==> config.mk <==
export PLATFORM = sky130hd
export DESIGN_NAME = cond_unit
export DESIGN_NICKNAME = d
export VERILOG_FILES = /design/src/rtl/cond_defs.sv /design/src/rtl/cond_check.sv /design/src/rtl/cond_unit.sv
export SDC_FILE = /design/constraint.sdc
export NUM_CORES = 1
export LEC_CHECK = 0
export BUFFER_PORTS_ARGS = -buffer_cell sky130_fd_sc_hd__buf_4
export CAP_MARGIN = 20
export CORE_MARGIN = 3
export CORE_UTILIZATION = 50
export DETAILED_ROUTE_END_ITERATION = 6
export GPL_ROUTABILITY_DRIVEN = 1
export PLACE_DENSITY = 0.82
export REMOVE_ABC_BUFFERS = 1
export SYNTH_ARGS = -nofsm -noshare
export SYNTH_HDL_FRONTEND = slang
export SYNTH_SLANG_ARGS = --single-unit
==> constraint.sdc <==
create_clock -name clk_i -period 3.6 [get_ports clk_i]
set_input_delay 0.72 -clock clk_i [delete_from_list [all_inputs] [get_ports clk_i]]
set_output_delay 0.72 -clock clk_i [all_outputs]
set_load 0.02 [all_outputs]
==> src/rtl/cond_defs.sv <==
// Shared types for the condition unit: condition codes, flag bundle, IT-block state.
// Latency: n/a (types and helpers only).
// Backpressure: n/a.
package cond_defs;

  // Condition-field encodings. NV (1111) is executed as AL.
  typedef enum logic [3:0] {
    EQ = 4'b0000,
    NE = 4'b0001,
    CS = 4'b0010,
    CC = 4'b0011,
    MI = 4'b0100,
    PL = 4'b0101,
    VS = 4'b0110,
    VC = 4'b0111,
    HI = 4'b1000,
    LS = 4'b1001,
    GE = 4'b1010,
    LT = 4'b1011,
    GT = 4'b1100,
    LE = 4'b1101,
    AL = 4'b1110,
    NV = 4'b1111
  } cond_e;

  typedef struct packed {
    logic n;
    logic z;
    logic c;
    logic v;
  } flags_t;

  typedef enum logic {
    IT_IDLE   = 1'b0,
    IT_ACTIVE = 1'b1
  } it_state_e;

  localparam flags_t FLAGS_RESET = '{n: 1'b0, z: 1'b0, c: 1'b0, v: 1'b0};

  // Condition a covered instruction actually uses: then-slots keep firstcond,
  // else-slots invert its low bit. AL with else becomes NV, which still executes.
  function automatic cond_e it_slot_cond(input logic [3:0] first_cond, input logic is_else);
    return cond_e'({first_cond[3:1], first_cond[0] ^ is_else});
  endfunction

endpackage

==> src/rtl/cond_check.sv <==
// Purpose: evaluates one condition code against a flag set.
// Latency: purely combinational, zero cycles.
// Backpressure: none; a pure function of its inputs.
//
// Ports:
//   cond_i  condition code to test
//   flags_i N/Z/C/V flag set
//   pass_o  1 when the condition holds
module cond_check
  import cond_defs::*;
(
  input  cond_e  cond_i,
  input  flags_t flags_i,
  output logic   pass_o
);

  logic n_eq_v;

  assign n_eq_v = (flags_i.n == flags_i.v);

  always_comb begin
    pass_o = 1'b1;
    case (cond_i)
      EQ:      pass_o = flags_i.z;
      NE:      pass_o = ~flags_i.z;
      CS:      pass_o = flags_i.c;
      CC:      pass_o = ~flags_i.c;
      MI:      pass_o = flags_i.n;
      PL:      pass_o = ~flags_i.n;
      VS:      pass_o = flags_i.v;
      VC:      pass_o = ~flags_i.v;
      HI:      pass_o = flags_i.c & ~flags_i.z;
      LS:      pass_o = ~flags_i.c | flags_i.z;
      GE:      pass_o = n_eq_v;
      LT:      pass_o = ~n_eq_v;
      GT:      pass_o = ~flags_i.z & n_eq_v;
      LE:      pass_o = flags_i.z | ~n_eq_v;
      AL:      pass_o = 1'b1;
      NV:      pass_o = 1'b1;
      default: pass_o = 1'b1;
    endcase
  end

endmodule

==> src/rtl/cond_unit.sv <==
// Purpose: latches ALU flags, decides per instruction whether it executes, qualifies the
//          register/memory/PC write enables and sequences IT blocks of up to IT_MAX instructions.
// Latency: write-enable qualification is combinational (zero cycles); flags and IT state update at
//          the next rising edge and are seen by the following instruction.
// Backpressure: none; instr_valid_i low is a stall/bubble that freezes flags and IT state.
//
// Ports:
//   clk_i, rst_i                         clock, async active-high reset
//   instr_valid_i                        instruction present in execute this cycle
//   cond_i                               condition field (used outside IT blocks)
//   it_start_i, it_cond_i, it_len_i,     IT instruction: firstcond, covered count - 1,
//   it_te_i                              then/else mask for covered instructions 2..IT_MAX
//   flag_write_i, n_i, z_i, c_i, v_i     flag update request and new ALU flags
//   reg/mem/pc_write_i -> *_o            unqualified -> qualified write enables
//   cond_ex_o                            instruction passes its condition
//   flags_o                              registered {N,Z,C,V}
//   it_active_o, it_remaining_o          IT block in progress, covered slots left
//   it_err_o                             IT instruction issued inside an active block
module cond_unit
  import cond_defs::*;
#(
  parameter int IT_MAX = 4,
  localparam int IT_CW = $clog2(IT_MAX + 1)
) (
  input  logic              clk_i,
  input  logic              rst_i,
  input  logic              instr_valid_i,
  input  logic [3:0]        cond_i,
  input  logic              it_start_i,
  input  logic [3:0]        it_cond_i,
  input  logic [IT_CW-1:0]  it_len_i,
  input  logic [IT_MAX-2:0] it_te_i,
  input  logic              flag_write_i,
  input  logic              n_i,
  input  logic              z_i,
  input  logic              c_i,
  input  logic              v_i,
  input  logic              reg_write_i,
  input  logic              mem_write_i,
  input  logic              pc_write_i,
  output logic              reg_write_o,
  output logic              mem_write_o,
  output logic              pc_write_o,
  output logic              cond_ex_o,
  output logic [3:0]        flags_o,
  output logic              it_active_o,
  output logic [IT_CW-1:0]  it_remaining_o,
  output logic              it_err_o
);

  localparam logic [IT_CW-1:0] LEN_MAX = IT_CW'(IT_MAX - 1);
  localparam logic [IT_CW-1:0] ONE     = IT_CW'(1);

  // ---------------------------------------------------------------------------
  // State
  // ---------------------------------------------------------------------------
  it_state_e          state_q, state_d;
  flags_t             flags_q;
  logic [3:0]         it_cond_q, it_cond_d;
  // Bit 0 is the then(1)/else(0) flag for the slot currently in execute.
  logic [IT_MAX-1:0]  te_q, te_d;
  logic [IT_CW-1:0]   rem_q, rem_d;

  // ---------------------------------------------------------------------------
  // Condition evaluation (registered flags only, no bypass of this cycle's ALU result)
  // ---------------------------------------------------------------------------
  cond_e      eff_cond;
  logic       cond_pass;
  logic       it_issue;
  logic       flag_load;
  logic [IT_CW-1:0] len_clamped;

  always_comb begin
    if (state_q == IT_ACTIVE) begin
      eff_cond = it_slot_cond(it_cond_q, ~te_q[0]);
    end else begin
      eff_cond = cond_e'(cond_i);
    end
  end

  cond_check u_cond_check (
    .cond_i  (eff_cond),
    .flags_i (flags_q),
    .pass_o  (cond_pass)
  );

  // An IT instruction outside a block always executes; its own condition field is meaningless.
  assign it_issue = (state_q == IT_IDLE) & instr_valid_i & it_start_i;

  always_comb begin
    if (!instr_valid_i) begin
      cond_ex_o = 1'b1;
    end else if (it_issue) begin
      cond_ex_o = 1'b1;
    end else begin
      cond_ex_o = cond_pass;
    end
  end

  assign reg_write_o = reg_write_i & instr_valid_i & cond_ex_o;
  assign mem_write_o = mem_write_i & instr_valid_i & cond_ex_o;
  assign pc_write_o  = pc_write_i  & instr_valid_i & cond_ex_o;

  assign it_err_o = (state_q == IT_ACTIVE) & instr_valid_i & it_start_i;

  assign flag_load = instr_valid_i & flag_write_i & cond_ex_o;

  // An out-of-range length saturates to a full-size block rather than wrapping the counter.
  assign len_clamped = (it_len_i > LEN_MAX) ? LEN_MAX : it_len_i;

  // ---------------------------------------------------------------------------
  // IT sequencer: next state
  // ---------------------------------------------------------------------------
  always_comb begin
    state_d   = state_q;
    it_cond_d = it_cond_q;
    te_d      = te_q;
    rem_d     = rem_q;
    case (state_q)
      IT_IDLE: begin
        if (it_issue) begin
          state_d   = IT_ACTIVE;
          it_cond_d = it_cond_i;
          te_d      = {it_te_i, 1'b1};  // first covered slot is always "then"
          rem_d     = len_clamped + ONE;
        end
      end
      IT_ACTIVE: begin
        // Every valid instruction uses a slot whether it executes or not; a nested IT is
        // just another covered no-op. A taken branch leaves the block early.
        if (instr_valid_i) begin
          if (pc_write_o || (rem_q == ONE)) begin
            state_d = IT_IDLE;
            rem_d   = '0;
            te_d    = '0;
          end else begin
            rem_d = rem_q - ONE;
            te_d  = te_q >> 1;
          end
        end
      end
      default: begin
        state_d = IT_IDLE;
        rem_d   = '0;
        te_d    = '0;
      end
    endcase
  end

  // ---------------------------------------------------------------------------
  // Registers
  // ---------------------------------------------------------------------------
  always_ff @(posedge clk_i or posedge rst_i) begin
    if (rst_i) begin
      state_q   <= IT_IDLE;
      it_cond_q <= 4'b0000;
      te_q      <= '0;
      rem_q     <= '0;
    end else begin
      state_q   <= state_d;
      it_cond_q <= it_cond_d;
      te_q      <= te_d;
      rem_q     <= rem_d;
    end
  end

  always_ff @(posedge clk_i or posedge rst_i) begin
    if (rst_i) begin
      flags_q <= FLAGS_RESET;
    end else if (flag_load) begin
      flags_q <= '{n: n_i, z: z_i, c: c_i, v: v_i};
    end
  end

  assign flags_o        = flags_q;
  assign it_active_o    = (state_q == IT_ACTIVE);
  assign it_remaining_o = rem_q;

endmodule

# == After elaboration in Yosys (flattened, before gate mapping) ==
# Index checks and enable logic that the tools add are counted.
# totals
regBits,16
output_inout_bits,13
# classes
n_addsub,2
n_lt_le_gt_ge,1
eq_ne,19
mux,17
n_bitwise,24
n_reduce_logical,5
# ops
cell,count
"4-bit == test, second input constant",8
"4-bit by 3-bit == test with 1-bit output, second input constant",4
3-bit two-way mux,5
1-bit case mux with 15 select lines,1
1-bit bitwise AND,14
4-bit two-way mux,3
"4-bit by 2-bit == test with 1-bit output, second input constant",2
4-bit case mux with 2 select lines,1
1-bit NOT,7
3-bit case mux with 2 select lines,1
1-bit two-way mux,5
"4-bit by 1-bit == test with 1-bit output, second input constant",1
4-bit zero test,1
"2-bit inequality test, second input constant",2
2-bit AND reduction,2
"3-bit by 1-bit adder with 3-bit output, second input constant",1
"3-bit by 1-bit == test with 1-bit output, second input constant",1
"3-bit by 2-bit > comparator with 1-bit output, second input constant",1
"3-bit by 1-bit subtractor with 3-bit output, second input constant",1
1-bit bitwise OR,2
1-bit case mux with 2 select lines,1
2-bit OR reduction,1
1-bit == test,1
1-bit logical OR,1
1-bit XOR,1

# == Depth between registers and ports, before layout ==
# Gate-level depths: netlist (run 1).
# depth
word_depth,13
ltp_mapped,8
depth_no_buf,7

# == By module ==
# Synthesis (run 1) repeated with hierarchy kept, for this count alone.
# unflattened
hier_cells,117
hier_area_um2,1153.6
# by_module_without_submodules
mod,instances,cells_each,area_each_um2,seq_area_each_um2
cond_unit,1,88,952.2,400.4
cond_check,1,29,201.4,0.0

# == Worst setup path before layout (run 1) ==
# Ideal clock, no wire load.
# synth_timing
path_type,input to output
startpoint,in cond_i[2]
endpoint,out cond_ex_o
arrival_time_ps,2383
required_ps,2880
setup_slack_ps,497
stages,6
cell_sequence,mux2_4 -> mux2i_1 -> o221a_1 -> or3_4 -> or3_1 -> or2_1
# synth_between
elab_chain_len,6
word_cells_on_any_way,21
classes_between,15 x eq/ne; 4 x mux; 2 x reduce/logical
# synth_rtl
item,line_no,rtl
start: declaration,cond_unit.sv:28,"input logic [3:0] cond_i,"
4-bit two-way mux (*),cond_unit.sv:74,if (state_q == IT_ACTIVE) begin
4-bit == test,cond_check.sv:23,case (cond_i)
2-bit OR reduction (no source line),-,
1-bit case mux with 15 select lines (*),cond_check.sv:23,
1-bit two-way mux (*),cond_unit.sv:93,end else if (it_issue) begin
1-bit two-way mux (*),cond_unit.sv:91,if (!instr_valid_i) begin
end: declaration,cond_unit.sv:44,"output logic cond_ex_o,"
# Every way passes the cells marked *; elsewhere a longest branch is shown, timed or not.

# == Final worst setup path (run 1) ==
# layout_timing
startpoint,reg state_q (netlist: it_active_o)
endpoint,out cond_ex_o
# layout_between
elab_chain_len,6
word_cells_on_any_way,24
classes_between,15 x eq/ne; 4 x mux; 3 x bitwise; 2 x reduce/logical
# layout_rtl
item,line_no,rtl
start: declaration,cond_unit.sv:57,"it_state_e state_q, state_d;"
start signal: assignment,cond_unit.sv:160,state_q <= state_d;
4-bit two-way mux,cond_unit.sv:74,
4-bit == test,cond_check.sv:23,
2-bit OR reduction (no source line),-,
1-bit case mux with 15 select lines,cond_check.sv:23,
1-bit two-way mux (*),cond_unit.sv:93,
1-bit two-way mux (*),cond_unit.sv:91,
# Marks and branches as above.

==> metrics.csv, run 1 <==
stage,metric,value,unit
logic_synthesis,Post-Syn Area,1210,µm²
floorplan,Die Wd,55.3,µm
logic_synthesis,instance count of the mapped netlist,127,
sta,aggregate negative setup slack,0,ns
cts,Num CTS Buffers,3,
sta,Max Slew Vio Count,0,
sta,Slew headroom,0.508,
placement,Final Wtd Congestion,0.809,
logic_synthesis,Post-Synth Adder-Cell Area,0.0309,
placement,pre-CTS setup slack,0.229,ns
logic_synthesis,fraction of registers with async set/reset,1.00,
route,vias per cell,5.79,
cts,CTS Hold Bufs,0,
cts,Worst-Skew Late Latency,0.29,ns
cts,H-tree level count,1,
pwr,Tot Pwr,1.33,mW
route,DRC Markers,0,
worst_setup_path,WS Path Type,flip-flop to output port,
worst_setup_path,Critical Path End Type,output port,
route,DRT iter0 DRCs,39,
placement,DPL Wire Length,2.21,mm
global_routing,Overflow after GRT,0,
sta,"Worst Setup Slack, final",0.167,ns
cts,CTS max path bufs,2,
sta,worst slew pin tran,0.735,ns
floorplan,Core ar.,2250,µm²
layout,most frequent cells in the layout,"39 x buf_4, 15 x dfrtp_1, 11 x nand2_1, 10 x mux2_2, 9 x inv_1",
layout,"commonest non-fill, non-tap cell in the layout",buf_4,
sta,Final Setup Violations,0,
pwr,pwr dens,872,nW/µm²
logic_synthesis,number of synthesized register bits,16,
route,Detail Route Antenna Nets,0,
flow_run,maxcap violations,0,
sta,"Min Clock Period, post-route",3.43,ns
worst_setup_path,CP Max Fanout,13,
global_routing,first-pass GRT wire length,4.89,mm
logic_synthesis,Compound-Gate Fraction of Synth Area,0.238,
status,status,"complete, no violations",
layout,Layout area overhead,25.7,%
sta,Final Hold Vio Count,0,
sta,skew final,0.00922,ns
floorplan,Top Ports,39,
layout,final non-filler cell total,191,
sta,FMAX,291,MHz
logic_synthesis,Mean Syn Cell Area,9.57,µm²
cts,Sink Count,16,
layout,fraction of layout cells with a size suffix above 1,0.380,
logic_synthesis,largest family of logic cells by synthesized area,compound AO/OA/AOI/OAI gates,
layout,Final #Nets,194,
cts,CTS tree,yes,
logic_synthesis,Post-synth EDFFs,0,
sta,WHS,0.510,ns
logic_synthesis,"Top FF cell, synth",dfrtp_1,
logic_synthesis,Unique masters post-synth,45,
layout,Inserted Diodes,0,
route,DR pass1 iterations,4,
floorplan,Die ar.,3060,µm²
worst_setup_path,CP startpoint kind,flip-flop,
cts,Root Buffer Master,clkbuf_4,
worst_setup_path,CP arrival,2.71,ns
global_routing,pin count of the biggest net entering global routing,17,
logic_synthesis,post-synthesis simple-gate area fraction,0.178,
placement,Post-Place Cells,188,
hold_path,Hold Crit Class,input pin to async pin,
pwr,Max IR drop VDD,0.465,mV
logic_synthesis,yosys warns,0,
pwr,P_leak,0.731,nW
global_routing,vias in the first global route,1177,
floorplan,Initial Utilization,0.539,
sta,fin crit share,0.954,
cts,"Reg clk slew, reported paths",0.09,ns
cts,postcts setup bufs,0,
global_routing,initial antenna violation count,0,
cts,post_cts resized,0,
sta,RSZ-0062 raised after global routing,no,
route,via total after detailed routing,1105,
global_routing,overall routing resource usage,0.197,
logic_synthesis,sequential area share after synthesis,0.330,
logic_synthesis,XOR/XNOR Fraction of Synth Area,0.0144,
floorplan,Rows,17,
route,Routed WL per cell,15.0,µm
worst_setup_path,WP data required,2.88,ns
route,drt total wl,2.86,mm
placement,Port Buf Inserts,38,
logic_synthesis,mux share of post-synthesis cell area,0.149,
floorplan,Die Span Y,55.3,µm
cell usage after synthesis (2+ instances only):
cell type | count | area (µm²)
clkbuf_1 | 3 | 11.3
dfrtp_1 | 16 | 400
a2bb2oi_1 | 2 | 17.5
nor3_1 | 4 | 20.0
a21oi_1 | 6 | 30.0
mux2_2 | 10 | 113
ha_1 | 3 | 37.5
nand2_1 | 11 | 41.3
a22oi_1 | 3 | 22.5
nor2_1 | 4 | 15.0
nand3_1 | 3 | 15.0
inv_1 | 9 | 33.8
or2_2 | 2 | 12.5
buf_6 | 2 | 22.5
o211ai_1 | 2 | 15.0
o31ai_1 | 2 | 15.0
mux2i_1 | 4 | 40.0
and3_1 | 7 | 43.8
o21ai_0 | 8 | 40.0
flip-flops by register name, indices dropped and copies added, names as in the netlist:
| name | count |
|---|---|
| it_cond_q | 4 |
| flags_o | 4 |
| it_active_o | 1 |
| te_q | 4 |
| it_remaining_o | 3 |
metrics by stage:
stage,util,cell area (µm²)
after floorplan,-,1180
after global placement,0.667,1500
after detailed placement,0.667,1500
after CTS,0.677,1530
after global routing,0.678,1530
final,0.678,1530
worst max-delay path, cell delays in order, from the launching register on:
cell,delay [ns]
dfrtp_2,0.54
mux2_4,0.38
mux2i_1,0.13
o221a_1,0.23
or3_4,0.40
or3_1,0.38
or2_1,0.22
buf_4,0.15
path summary, 6_finish.rpt:
kind                            slack, ns   startpoint  cells after the start          end
worst max-delay path                 0.17  it_active_o                      7    cond_ex_o
worst min-delay path                 0.51        rst_i                      2      te_q[0]
max in group asynchronous            2.65        rst_i                      2  it_active_o
min in group clk_i                   0.52      te_q[1]                      2      te_q[1]
worst max register to register       1.14  it_active_o                      6   flags_o[2]
worst min register to register       0.52      te_q[1]                      2      te_q[1]
kinds of logic (layout without fill, tap and decap cells):
family,Yosys count,count (layout)
AOI/OAI and AO/OA,35,35
xor gates and xnor gates,2,2
adders and majority gates,3,3
buffers and inverters,15,51
DFF,16,16
muxes,16,16
and+or+nand+nor,40,40
final cells by class:
type / count / area [µm²]
multi-input cells: 96 / 742
fillers: 182 / 727
well taps: 28 / 35.0
clock buffers: 3 / 22.5
repair buffers: 39 / 293
inverters: 9 / 33.8
flip-flops and latches: 16 / 402
layer usage:
layer / wire length [µm] / track usage / vias up
met3: 145 / 0.0374 / 8
met1: 1160 / 0.219 / 519
met5: 0 / 0 / -
met4: 66 / 0.125 / 0
met2: 1490 / 0.340 / 35
li1: - / - / 543
power by group:
group	internal, mW	switching, mW	total [mW]
sequential	0.263	0.121	0.384
combinational	0.414	0.440	0.854
clock	0.0389	0.0546	0.0935
No activity file was read; power rests on OpenSTA's default activity.
==> inputs of run 2 (changes only) <==
--- a/config.mk
+++ b/config.mk
@@ -8,11 +8,12 @@
 export BUFFER_PORTS_ARGS = -buffer_cell sky130_fd_sc_hd__buf_4
 export CAP_MARGIN = 20
 export CORE_MARGIN = 3
-export CORE_UTILIZATION = 50
+export CORE_UTILIZATION = 49
 export DETAILED_ROUTE_END_ITERATION = 6
 export GPL_ROUTABILITY_DRIVEN = 1
-export PLACE_DENSITY = 0.82
+export PLACE_DENSITY = 0.81
 export REMOVE_ABC_BUFFERS = 1
 export SYNTH_ARGS = -nofsm -noshare
 export SYNTH_HDL_FRONTEND = slang
+export SYNTH_HIERARCHICAL = 1
 export SYNTH_SLANG_ARGS = --single-unit
==> run 2 against run 1 <==
Setup slack improved by 0.079 ns. Flip-flop and latch count unchanged. Hold slack worse by 0.022 ns. Sequential power shrank 9.6%. Critical path depth up 3. Clock-buffer cell count grew 1. Non-clock buffer count unchanged. Global-route usage rose by 0.88 points. Synthesized cell count is 7.9% lower. Largest cell class unchanged. Largest power group unchanged.
==> metrics.csv, run 2 <==
stage,metric,value,unit
worst_setup_path,Crit path max-delay family,simple AND/OR/NAND/NOR gates,
cts,CTS tree,yes,
worst_setup_path,Worst path depth,10,
cts,CTS Hold Bufs,0,
logic_synthesis,"Top FF cell, synth",dfrtp_1,
layout,Layout area overhead,26.5,%
global_routing,overall routing resource usage,0.205,
worst_setup_path,"setup slack, reg-to-reg",1.08,ns
cts,Sink Count,16,
route,DR pass1 iterations,4,
logic_synthesis,top cells by instance count after synthesis,"16 x dfrtp_1, 10 x mux2_2, 8 x inv_1, 7 x nor2_1",
logic_synthesis,yosys warns,6,
logic_synthesis,top-count cell post-synth,dfrtp_1,
layout,most frequent cells in the layout,"39 x buf_4, 16 x dfrtp_1, 10 x mux2_2, 8 x inv_1, 7 x nor2_1",
cts,Root Buffer Master,clkbuf_4,
logic_synthesis,Compound-Gate Fraction of Synth Area,0.191,
pwr,Max IR drop VDD,0.583,mV
sta,worst slew pin tran,0.609,ns
worst_setup_path,Setup crit end,mem_write_o,
sta,RSZ-0062 raised after global routing,no,
floorplan,Die ar.,2970,µm²
sta,"Min Clock Period, post-route",3.35,ns
status,status,"complete, no violations",
logic_synthesis,number of synthesized register bits,16,
floorplan,Top Ports,39,
layout,area occupied by multi-input gates,662,µm²
worst_setup_path,reg2reg start,te_q[0],
sta,Final Setup Violations,0,
flow_run,maxcap violations,0,
worst_setup_path,Critical Path End Type,output port,
cts,post_cts resized,0,
cts,postcts setup bufs,0,
logic_synthesis,Unique masters post-synth,45,
worst_setup_path,worst setup path startpoint,te_q[0],
global_routing,pin count of the biggest net entering global routing,19,
cts,Worst-Skew Late Latency,0.29,ns
layout,fraction of layout cells with a size suffix above 1,0.403,
worst_setup_path,worst r2r dst,it_remaining_o[0],
layout,"commonest non-fill, non-tap cell in the layout",buf_4,
cts,Num CTS Buffers,3,
worst_setup_path,CP startpoint kind,flip-flop,
sta,Slew headroom,0.593,
layout,Final #Nets,184,
logic_synthesis,Mean Syn Cell Area,9.86,µm²
floorplan,Die Span Y,54.5,µm
placement,DPL Wire Length,1.97,mm
layout,Inserted Diodes,0,
logic_synthesis,Synth area leaders,"dfrtp_1 35%, mux2_2 9.8%, ha_1 3.3%",
route,Detail Route Antenna Nets,0,
worst_setup_path,worst path buffer plus inverter count,1,
floorplan,Rows,16,
worst_setup_path,max incr delay on CP,0.42,ns
logic_synthesis,Post-synth EDFFs,0,
global_routing,vias in the first global route,1025,
sta,skew final,0.00371,ns
sta,FMAX,298,MHz
logic_synthesis,largest family of logic cells by synthesized area,simple AND/OR/NAND/NOR gates,
logic_synthesis,instance count of the mapped netlist,117,
logic_synthesis,fraction of registers with async set/reset,1.00,
cts,CTS max path bufs,2,
worst_setup_path,CP arrival,2.63,ns
sta,Max Slew Vio Count,0,
worst_setup_path,WP data required,2.88,ns
global_routing,first-pass GRT wire length,4.38,mm
route,DRC Markers,0,
worst_setup_path,WS Path Type,flip-flop to output port,
worst_setup_path,CP max stage cell,or4_1,
logic_synthesis,post-synthesis simple-gate area fraction,0.195,
sta,fin crit share,0.932,
route,vias per cell,5.60,
placement,Final Wtd Congestion,0.794,
global_routing,Overflow after GRT,0,
logic_synthesis,Post-Syn Area,1150,µm²
logic_synthesis,Yosys top cell area share,0.347,
global_routing,initial antenna violation count,0,
placement,Port Buf Inserts,38,
layout,"Core Util, Final",0.694,
layout,# fillers,175,
logic_synthesis,cell taking the most area after synthesis,dfrtp_1,
worst_setup_path,Register-to-Register Path Depth,10,
worst_setup_path,crit-path cells,xnor2_1 > mux2_2 > xor2_1 > or4_1 > nand2_1 > a22oi_1 > o21ai_1 > o21a_1 > and2_1 > buf_4,
route,Routed WL per cell,14.8,µm
floorplan,Die Wd,54.5,µm
route,via total after detailed routing,1014,
pwr,P_leak,0.692,nW
layout,register area,400,µm²
logic_synthesis,XOR/XNOR Fraction of Synth Area,0.0380,
route,DRT iter0 DRCs,44,
cts,"Reg clk slew, reported paths",0.10,ns
logic_synthesis,sequential area share after synthesis,0.347,
route,drt total wl,2.68,mm
floorplan,Initial Utilization,0.549,
pwr,pwr dens,930,nW/µm²
worst_setup_path,CP Max Fanout,6,
sta,Final Hold Vio Count,0,
sta,aggregate negative setup slack,0,ns
cts,H-tree level count,1,
floorplan,Core ar.,2100,µm²
logic_synthesis,Post-Synth Adder-Cell Area,0.0325,
logic_synthesis,mux share of post-synthesis cell area,0.117,
hold_path,Hold Crit Class,input pin to async pin,
==> run 2: cell count changes after synthesis, sizes merged, moves of 4 or more <==
cell / delta
and3: -5
nor2: +4
o21ai: -4
nor3: -4
mux2i: -5
nand2: -5
==> run 2: layout make-up <==
| cell class | instances | area share |
|---|---|---|
| inverter | 9 | 0.0232 |
| multi-input combinational | 86 | 0.454 |
| tap | 27 | 0.0232 |
| clock buffer | 4 | 0.0249 |
| timing repair buffer | 39 | 0.201 |
| sequential | 16 | 0.274 |
==> run 2: logic make-up after synthesis <==
logic type	Yosys count
mux	12
fa+ha+maj	3
flops	16
compound gates	29
simple gates	37
xor+xnor	5
buf+inv	15
==> run 2: worst min path at each step <==
stage                       startpoint           end  slack (ns)  depth (start not counted)
after global placement    it_cond_q[3]  it_cond_q[3]        0.47                          1
after CTS                 it_cond_q[1]  it_cond_q[1]        0.50                          1
after global routing      it_cond_q[3]  it_cond_q[3]        0.51                          1
final                            rst_i  it_cond_q[0]        0.49                          2
after floorplan           it_cond_q[1]  it_cond_q[1]        0.45                          1
after detailed placement  it_cond_q[3]  it_cond_q[3]        0.48                          1
==> run 2: worst register-to-register path, cell delays in order (launching register included) <==
cell	delay [ns]
dfrtp_1	0.41
xnor2_1	0.13
mux2_2	0.34
xor2_1	0.19
or4_1	0.42
nand2_1	0.09
a22oi_1	0.06
o21ai_1	0.23
nand2_1	0.25
nand4b_1	0.15
o221ai_1	0.12
==> run 2: metal layers <==
metal,track usage,wire length [µm],part of all wire,vias up
li1,-,-,-,494
met3,0.0327,210,0.078,5
met2,0.343,1290,0.48,59
met5,0,0,0,-
met4,0.0788,27,0.010,0
met1,0.264,1150,0.43,456
==> run 2: through the flow <==
step | power (mW) | cells | area, µm² | hold WS [ns] | setup WS (ns)
global placement | 1.19 | 177 | 1420 | 0.467 | 0.365
CTS | 1.35 | 181 | 1460 | 0.501 | 0.266
detailed placement | 1.22 | 177 | 1420 | 0.476 | 0.305
floorplan | 0.961 | 111 | 1100 | 0.452 | 0.321
global route | 1.46 | 181 | 1460 | 0.506 | 0.123
finish | 1.36 | 181 | 1460 | 0.488 | 0.246
==> run 2: where the power goes <==
part	total, mW	leakage (nW)	switching [mW]	internal [mW]
clock	0.124	0.0210	0.0628	0.0616
combinational	0.885	0.481	0.471	0.414
sequential	0.347	0.190	0.0814	0.266
total	1.36	0.692	0.615	0.741
==> inputs of run 3 (changes only) <==
--- a/config.mk
+++ b/config.mk
@@ -9,10 +9,10 @@
 export CAP_MARGIN = 20
 export CORE_MARGIN = 3
 export CORE_UTILIZATION = 49
+export CTS_BUF_LIST = sky130_fd_sc_hd__clkbuf_4 sky130_fd_sc_hd__clkbuf_8 sky130_fd_sc_hd__clkbuf_16
 export DETAILED_ROUTE_END_ITERATION = 6
 export GPL_ROUTABILITY_DRIVEN = 1
 export PLACE_DENSITY = 0.81
-export REMOVE_ABC_BUFFERS = 1
 export SYNTH_ARGS = -nofsm -noshare
 export SYNTH_HDL_FRONTEND = slang
 export SYNTH_HIERARCHICAL = 1
==> run 3 against run 2 <==
Via count down 2.0%. Core utilization did not move. Largest cell class unchanged. Sequential share of layout area stayed put. Setup slack improved by 0.065 ns. Clock skew is 0.0034 ns higher. Register-to-register slack better by 0.07 ns. Flip-flop and latch count did not move. Die area unchanged. Hold slack better by 0.0047 ns. First-iteration DRC count shrank 55%. Critical path depth fell by 1.
==> metrics.csv, run 3 (synthesis results as in run 2) <==
stage,metric,value,unit
status,status,"complete, no violations",
route,vias per cell,5.49,
sta,worst slew pin tran,0.642,ns
cts,Worst-Skew Late Latency,0.29,ns
flow_run,maxcap violations,0,
layout,Final #Nets,184,
layout,"Core Util, Final",0.694,
global_routing,overall routing resource usage,0.191,
global_routing,first-pass GRT wire length,4.01,mm
worst_setup_path,Critical Path End Type,output port,
logic_synthesis,Synthesized Nets,146,
route,Routed WL per cell,14.3,µm
floorplan,Initial Utilization,0.549,
worst_setup_path,CP Max Fanout,19,
pwr,pwr dens,916,nW/µm²
route,Detail Route Antenna Nets,0,
layout,most frequent cells in the layout,"39 x buf_4, 16 x dfrtp_1, 10 x mux2_2, 8 x inv_1, 7 x nor2_1",
sta,Max Slew Vio Count,0,
worst_setup_path,WP data required,2.88,ns
floorplan,Top Ports,39,
cts,Sink Count,16,
sta,Slew headroom,0.572,
route,DRT iter0 DRCs,20,
floorplan,Die ar.,2970,µm²
sta,skew final,0.00713,ns
global_routing,Overflow after GRT,0,
worst_setup_path,crit-path cells,buf_4 > mux2_2 > o22ai_1 > a221o_2 > a21oi_1 > o21ai_1 > o21a_1 > and2_1 > buf_4,
worst_setup_path,CP max stage cell,dfrtp_1,
cts,post_cts resized,0,
placement,pre-CTS setup slack,0.324,ns
layout,Layout area overhead,26.5,%
placement,DPL Wire Length,1.93,mm
pwr,Max IR drop VDD,0.535,mV
sta,RSZ-0062 raised after global routing,no,
cts,Num CTS Buffers,3,
placement,Final Wtd Congestion,0.879,
sta,Final Setup Violations,0,
layout,Inserted Diodes,0,
worst_setup_path,CP arrival,2.57,ns
sta,"Min Clock Period, post-route",3.29,ns
sta,FMAX,304,MHz
layout,fraction of layout cells with a size suffix above 1,0.403,
sta,Final Hold Vio Count,0,
worst_setup_path,CP dominant cell by count,buf_4,
layout,"commonest non-fill, non-tap cell in the layout",buf_4,
sta,aggregate negative setup slack,0,ns
cts,Root Buffer Master,clkbuf_4,
cts,CTS Hold Bufs,0,
worst_setup_path,WS Path Type,flip-flop to output port,
cts,CTS tree,yes,
worst_setup_path,max incr delay on CP,0.42,ns
pwr,P_leak,0.692,nW
cts,H-tree level count,1,
sta,"Worst Setup Slack, final",0.311,ns
floorplan,Rows,16,
cts,CTS max path bufs,2,
route,via total after detailed routing,994,
global_routing,vias in the first global route,897,
hold_path,Hold Crit Class,flip-flop to flip-flop,
global_routing,pin count of the biggest net entering global routing,20,
cts,"Reg clk slew, reported paths",0.10,ns
placement,Port Buf Inserts,38,
floorplan,Die Span Y,54.5,µm
sta,fin crit share,0.914,
route,DRC Markers,0,
route,DR pass1 iterations,4,
floorplan,Die Wd,54.5,µm
floorplan,Core ar.,2100,µm²
cts,postcts setup bufs,0,
route,drt total wl,2.58,mm
worst_setup_path,CP startpoint kind,flip-flop,
global_routing,initial antenna violation count,0,
## run 3: cell counts in the layout (fill, tap and decap cells not counted)
Identical to the previous run, type by type.
## run 3: worst paths after layout
check / from / to / slack, ns / depth (start not counted)
min in group asynchronous: rst_i / te_q[0] / 0.50 / 2
worst min register to register: it_cond_q[3] / it_cond_q[3] / 0.49 / 1
worst max register to register: it_active_o / te_q[0] / 1.15 / 9
worst min-delay path: it_cond_q[3] / it_cond_q[3] / 0.49 / 1
max in group asynchronous: rst_i / flags_o[2] / 2.68 / 2
worst max-delay path: it_active_o / reg_write_o / 0.31 / 9
## run 3: per-stage QoR
stage	hold WS, ns	total power [mW]	cells	area (µm²)
2_1_floorplan	0.452	1.02	117	1150
3_3_place_gp	0.465	1.19	177	1420
3_5_place_dp	0.472	1.21	177	1420
4_1_cts	0.498	1.34	181	1460
5_1_grt	0.508	1.45	181	1460
6_report	0.493	1.34	181	1460
## run 3: report_power, final
part	total (mW)	leakage (nW)	switching [mW]	internal (mW)
sequential	0.346	0.190	0.0797	0.266
clock	0.124	0.0210	0.0625	0.0616
combinational	0.866	0.481	0.455	0.412
## run 3: cell type report
type	instances	area, µm²
Clock buffer	4	36.3
Fill cell	180	643
Inverter	9	33.8
Multi-Input combinational cell	86	662
Sequential cell	16	400
Tap cell	27	33.8
Timing Repair Buffer	39	293
## run 3: per-layer routing
metal / wire (µm) / share of wire / up-vias / GRT usage
li1: - / - / 497 / -
met1: 1160 / 0.45 / 456 / 0.259
met2: 1210 / 0.47 / 37 / 0.295
met3: 177 / 0.069 / 4 / 0.0381
met4: 32 / 0.012 / 0 / 0.0830
met5: 0 / 0 / - / 0
## run 3: worst max-delay path: cells and delay by family, from the launching register on
family | cells | cell delay (ns)
compound gates | 5 | 0.90
flops | 1 | 0.42
mux | 1 | 0.42
buf+inv | 2 | 0.40
simple gates | 1 | 0.13
